<file path="src/rtl/audio_pkg.sv">
// Shared audio definitions for the synthesizer output side and the I2S transmitter.
package audio_pkg;

  localparam int unsigned AUDIO_DATA_WIDTH = 24;
  localparam int unsigned I2S_SLOT_BITS    = 32;

  typedef struct packed {
    logic [AUDIO_DATA_WIDTH-1:0] left;
    logic [AUDIO_DATA_WIDTH-1:0] right;
  } stereo_sample_t;

endpackage

</file>
<file path="src/rtl/i2s_bclk_gen.sv">
// I2S bit-clock divider and frame bit counter; flags the BCLK fall and the frame load edge.
module i2s_bclk_gen
  import audio_pkg::*;
#(
  parameter int unsigned SLOT_BITS = I2S_SLOT_BITS,
  parameter int unsigned BCLK_DIV  = 4
) (
  input  logic clk,
  input  logic rst_n,
  output logic fall_evt,
  output logic load_evt,
  output logic AUD_BCLK,
  output logic AUD_DACLRCK
);

  localparam int unsigned FRAME_BITS = 2 * SLOT_BITS;
  localparam int unsigned DIV_W      = $clog2(BCLK_DIV);
  localparam int unsigned BIT_W      = $clog2(FRAME_BITS);

  logic [DIV_W-1:0] div_cnt;
  logic [DIV_W-1:0] div_nxt;
  logic [BIT_W-1:0] bit_cnt;
  logic [BIT_W-1:0] bit_nxt;
  logic             started;

  // The first BCLK after reset is idle, so the first load lands two BCLKs after release.
  always_comb begin
    fall_evt = (div_cnt == DIV_W'(BCLK_DIV - 1));
    load_evt = fall_evt && started && (bit_cnt == '0);
    div_nxt  = fall_evt ? '0 : div_cnt + DIV_W'(1);
    bit_nxt  = bit_cnt;
    if (fall_evt && started) begin
      bit_nxt = (bit_cnt == BIT_W'(FRAME_BITS - 1)) ? '0 : bit_cnt + BIT_W'(1);
    end
  end

  always_ff @(posedge clk or negedge rst_n) begin
    if (!rst_n) begin
      div_cnt     <= '0;
      bit_cnt     <= '0;
      started     <= 1'b0;
      AUD_BCLK    <= 1'b0;
      AUD_DACLRCK <= 1'b0;
    end else begin
      div_cnt     <= div_nxt;
      bit_cnt     <= bit_nxt;
      AUD_BCLK    <= (div_nxt >= DIV_W'(BCLK_DIV / 2));
      AUD_DACLRCK <= (bit_nxt >= BIT_W'(SLOT_BITS));
      if (fall_evt) begin
        started <= 1'b1;
      end
    end
  end

endmodule

</file>
<file path="src/rtl/audio_i2s_tx.sv">
// I2S (Philips) master transmitter: one-entry stereo holding buffer feeding a frame shifter.
module audio_i2s_tx
  import audio_pkg::*;
#(
  parameter int unsigned DATA_WIDTH = AUDIO_DATA_WIDTH,
  parameter int unsigned SLOT_BITS  = I2S_SLOT_BITS,
  parameter int unsigned BCLK_DIV   = 4
) (
  input  logic                  AUDIO_CLK,
  input  logic                  reset_n,
  input  logic [DATA_WIDTH-1:0] lsound_in,
  input  logic [DATA_WIDTH-1:0] rsound_in,
  input  logic                  sample_valid,
  output logic                  sample_ready,
  output logic                  AUD_BCLK,
  output logic                  AUD_DACLRCK,
  output logic                  AUD_DACDAT,
  output logic                  frame_start,
  output logic                  underrun
);

  localparam int unsigned FRAME_BITS = 2 * SLOT_BITS;
  localparam int unsigned PAD_BITS   = SLOT_BITS - DATA_WIDTH;

  logic                  fall_evt;
  logic                  load_evt;
  logic                  xfer;
  logic [DATA_WIDTH-1:0] buf_l;
  logic [DATA_WIDTH-1:0] buf_r;
  logic [FRAME_BITS-1:0] buf_frame;
  logic [FRAME_BITS-1:0] last_frame;
  logic [FRAME_BITS-1:0] shifter;

  i2s_bclk_gen #(
    .SLOT_BITS (SLOT_BITS),
    .BCLK_DIV  (BCLK_DIV)
  ) u_bclk_gen (
    .clk         (AUDIO_CLK),
    .rst_n       (reset_n),
    .fall_evt    (fall_evt),
    .load_evt    (load_evt),
    .AUD_BCLK    (AUD_BCLK),
    .AUD_DACLRCK (AUD_DACLRCK)
  );

  // sample_ready doubles as the buffer-empty flag.
  assign xfer       = sample_valid && sample_ready;
  assign buf_frame  = {buf_l, {PAD_BITS{1'b0}}, buf_r, {PAD_BITS{1'b0}}};
  assign AUD_DACDAT = shifter[FRAME_BITS-1];

  // An empty buffer at the load edge replays the last frame, even if a sample arrives that cycle.
  always_ff @(posedge AUDIO_CLK or negedge reset_n) begin
    if (!reset_n) begin
      buf_l        <= '0;
      buf_r        <= '0;
      last_frame   <= '0;
      shifter      <= '0;
      sample_ready <= 1'b1;
      frame_start  <= 1'b0;
      underrun     <= 1'b0;
    end else begin
      frame_start <= load_evt;
      underrun    <= load_evt && sample_ready;
      if (load_evt) begin
        if (!sample_ready) begin
          shifter    <= buf_frame;
          last_frame <= buf_frame;
        end else begin
          shifter <= last_frame;
        end
      end else if (fall_evt) begin
        shifter <= {shifter[FRAME_BITS-2:0], 1'b0};
      end
      if (xfer) begin
        buf_l        <= lsound_in;
        buf_r        <= rsound_in;
        sample_ready <= 1'b0;
      end else if (load_evt) begin
        sample_ready <= 1'b1;
      end
    end
  end

endmodule

</file>
<file path="config.mk">
export PLATFORM = sky130hd
export DESIGN_NAME = audio_i2s_tx
export DESIGN_NICKNAME = d
export VERILOG_FILES = /design/src/rtl/audio_pkg.sv /design/src/rtl/i2s_bclk_gen.sv /design/src/rtl/audio_i2s_tx.sv
export SDC_FILE = /design/constraint.sdc
export NUM_CORES = 1
export LEC_CHECK = 0
export BUFFER_PORTS_ARGS = -buffer_cell sky130_fd_sc_hd__buf_2
export CELL_PAD_IN_SITES_DETAIL_PLACEMENT = 0
export CELL_PAD_IN_SITES_GLOBAL_PLACEMENT = 2
export CORE_ASPECT_RATIO = 1.75
export CORE_MARGIN = 2
export CORE_UTILIZATION = 47
export DETAILED_ROUTE_END_ITERATION = 7
export PLACE_DENSITY_LB_ADDON = 0.1
export SLEW_MARGIN = 20
export SYNTH_ARGS = -nofsm -noshare
export SYNTH_HDL_FRONTEND = slang
export SYNTH_HIERARCHICAL = 1
export SYNTH_SLANG_ARGS = --single-unit
</file>
<file path="constraint.sdc">
create_clock -name AUDIO_CLK -period 3.5 [get_ports AUDIO_CLK]
set_input_delay 0.7 -clock AUDIO_CLK [delete_from_list [all_inputs] [get_ports AUDIO_CLK]]
set_output_delay 0.7 -clock AUDIO_CLK [all_outputs]
set_load 0.05 [all_outputs]
</file>
# Word-level counts from Yosys, hierarchy flattened
# Cells that the tools add are included.
[op_classes]
n_mux = 8
reduce_logical = 7
addsub = 2
n_lt_le_gt_ge = 2
n_eq_ne = 2
[op_table]
columns = ["cell", "n"]
rows = [
  ["$mux 64", 3],
  ["$mux 6", 2],
  ["$add 6x1->6 const B", 1],
  ["$eq 6x6->1 const B", 1],
  ["$ge 6x6->1 const B", 1],
  ["$logic_not 6->1", 1],
  ["$logic_and 1x1->1", 4],
  ["$reduce_bool 2->1", 2],
  ["$add 2x1->2 const B", 1],
  ["$eq 2x2->1 const B", 1],
  ["$ge 2x2->1 const B", 1],
  ["$mux 1", 2],
  ["$mux 2", 1],
]
[totals]
ff_bits = 190
inputBits = 51
output_inout_bits = 6

# Logic depth before layout (Yosys ltp)
[logic_depth]
ltp_word = 5
mapped_depth = 7
depth_no_buf = 5

# Cells and area by module
# The synthesis kept the hierarchy.
[by_module_without_submodules]
columns = ["module", "seq_area_each_um2", "area_per_inst_um2", "n_inst", "cells_each"]
rows = [
  ["audio_i2s_tx", 4480.5, 7816.2, 1, 505],
  ["i2s_bclk_gen", 225.2, 422.9, 1, 42],
]

# Worst setup path before layout
# OpenSTA, ideal clock, no wires.
[synth_path]
path_type = "register to register"
startpoint = "reg, netlist name u_bclk_gen/AUD_BCLK"
endpoint = "reg last_frame[11]"
stages_incl_launch_ff = 8
t_required_ns = 3.375
slack_ns = 1.338
t_arrival_ns = 2.037
path_cell_list = "dfrtp_1 -> ha_1 -> and2_0 -> and3_1 -> nand2b_1 -> buf_6 -> buf_6 -> mux2_4"
[synth_lines]
columns = ["element", "line", "text"]
rows = [
  ["end signal: assignment", "audio_i2s_tx.sv:67", "last_frame <= buf_frame;"],
  ["end: declaration", "audio_i2s_tx.sv:31", "logic [FRAME_BITS-1:0] last_frame;"],
]

==> out/qor.yml <==
status: "complete, no violations"
dieArea_um2: 18600
synth_common_cells: "dfrtp_1 (187), mux2i_1 (159), mux2_4 (44)"
dr.pass1.iters: 5
place_congestion: 0.695
startpoint_type: "flop"
top_usage_layer: "met2"
ctsResizeCount: 0
grt_max_degree: 94
synthAdderAreaFrac_pct: 0.456
timing.rr.start: "u_bclk_gen/AUD_BCLK"
hold_ws_ps: 319
chipWidth_um: 104
grt_use_met3_pct: 4.07
ys_warn_count: 6
n_antenna_cell: 0
cts-htree-levels: 4
cts_tree: "yes"
required_ps: 3840
core_um2: 17300
cpPeakStageDelay_ps: 520
final_layout_size_suffix_gt1_share_pct: 31.3
antenna_left: 0
stdcell_count: 842
rr_worst_depth: 6
avgSynthCellArea_um2: 15.1
synth_xor_area_share_pct: 0.213
muxShareOfSynthArea_pct: 34.4
p_leak_uw: 0.00417
yosysUniqueCellTypes: 33
critPathBufInv: 2
synth.net_count: 601
ioPinCount: 57
cts_buffer_depth: 2
start_util_pct: 47.6
cp_top_family: "buffers and inverters"
skew_ps: 5.95
cts_buffers: 17
numPortBuffers: 56
ys_top_cells_by_area: "dfrtp_1 (57%), mux2i_1 (19%), mux2_4 (8.0%)"
dp_hpwl_mm: 9.41
powerDensity_nw_per_um2: 556
final_nets: 653
cts_root_buf: "clkbuf_16"
std_cell_rows: 64
ys_seq_area_share_pct: 57.1
ys.flop_type: "dfrtp_1"
grt.overflow.total: 0
grt_first_pass_wirelength_mm: 24.6
wl_mm: 14.3
synth_top_family_by_area: "multiplexers"
async_flop_share_pct: 100
ir_worst_vdd_uv: 355
report.final.slew_viol_count: 0
slew_headroom_pct: 49.2
drtIter0Drc: 103
cp.arrival_ps: 3070
synth_most_common_cell: "dfrtp_1"
grt_usage_pct: 16.9
synth-simple-area-share_pct: 2.75
clk_pin_slew_worst_paths_ps: 70
worst_pin_slew_ps: 762
clk_latency_ps: 420
viasPerCell: 5.14
synth_compound_area_share_pct: 2.13
synthCells: 547
rsz0062_at_grt: "false"
hold_viol_final: 0
critPathMaxFanout: 38
min_path_type: "input port to async pin"
fillers: 1490
antenna_found_initial: 0
ys_ff_latch: 188
cp_cell_sequence: "ha_4 > and2_0 > and3_4 > buf_4 > buf_4 > mux2i_1"
grt_pass1_vias: 4753
num_vias: 4332
die_h_um: 179
grt_util_met2_pct: 29.8
setup_violations: 0
cpMostUsedCell: "buf_4"
post_cts_buffers: 0
power_uw: 5170
drc: 0
clock_sinks: 188
area_growth_pct: 12.9
max_cap_violations: 0
fin_crit_ps: 2720
wl_per_cell_um: 17.0
r2r_end: "shifter[16]"
endpoint_kind: "flop"
regToRegSetupSlack_ps: 780
dp_cells: 811
synth_area_um2: 8240
synth-edff-count: 0
critical_path_class: "flop to flop"
worst_path_max_delay_cell: "buf_4"
synth_largest_area_cell: "dfrtp_1"
cts_hold_buf: 0
yosys.area.top_type_share_pct: 56.8
final.period_utilization_pct: 77.9
tns_ps: 0
grt_util_met1_pct: 20.5
timing.fmax_mhz: 367
-- per-layer routing --
layer,vias to the layer above,part of all wire (%)
met3,9,2.3
met5,-,0
li1,2058,-
met2,53,54
met4,0,1.2
met1,2212,43
-- layout make-up --
cell class	instances	area (um^2)	area share, %
Inverter	3	11.3	0.121
Timing Repair Buffer	67	397	4.26
Clock buffer	20	457	4.91
Sequential cell	188	4710	50.6
Clock inverter	11	119	1.28
Multi-Input combinational cell	322	3320	35.7
Tap cell	231	289	3.11
-- logic make-up (layout without fill, tap and decap cells) --
family,count (synthesis),in the layout
and+or+nand+nor,40,40
buffers and inverters,37,101
AOI/OAI and AO/OA,22,22
xor gates and xnor gates,2,2
muxes,255,255
DFF,188,188
adders and majority gates,3,3
-- where the power goes --
| group | switching [uW] | internal (uW) | leakage [uW] |
|---|---|---|---|
| Clock | 788 | 1080 | 0.000274 |
| Sequential | 229 | 2460 | 0.00249 |
| Combinational | 257 | 356 | 0.00140 |
-- placed cells by master, fill, tap and decap left out, types with 3 or more instances in the layout --
cell and n:
buf_4 9, mux2_1 9, mux2i_1 159, inv_1 3, clkbuf_8 3, dfrtp_1 187, o2bb2ai_1 15, and2_1 17
mux2_2 43, clkbuf_16 17, nand2_1 8, mux2_4 44, clkinv_2 4, buf_2 55, clkinvlp_4 4
-- through the flow --
stage	setup WS (ps)	util, %	area (um^2)
5_1_grt	529	53.8	9300
2_1_floorplan	1340	-	8240
4_1_cts	721	53.8	9300
6_report	775	53.8	9300
3_3_place_gp	836	50.5	8730
3_5_place_dp	741	50.5	8730
-- worst max-delay path by stage --
stage                             start              to  cells past startpoint
global route        u_bclk_gen/AUD_BCLK     shifter[36]                      6
CTS                 u_bclk_gen/AUD_BCLK     shifter[16]                      6
floorplan           u_bclk_gen/AUD_BCLK  last_frame[11]                      7
finish              u_bclk_gen/AUD_BCLK     shifter[16]                      6
global placement    u_bclk_gen/AUD_BCLK      shifter[0]                      6
detailed placement  u_bclk_gen/AUD_BCLK      shifter[7]                      6
-- registers in the layout, indices dropped and copies added (netlist names), named ones only --
| register | flops |
|---|---|
| frame_start | 1 |
| shifter | 64 |
| u_bclk_gen/AUD_BCLK | 1 |
| sample_ready | 1 |
| buf_l | 24 |
| last_frame | 64 |
| u_bclk_gen/started | 1 |
| u_bclk_gen/div_cnt | 1 |
| buf_r | 24 |
| underrun | 1 |
Note: power is estimated with default switching activity, not from simulation.
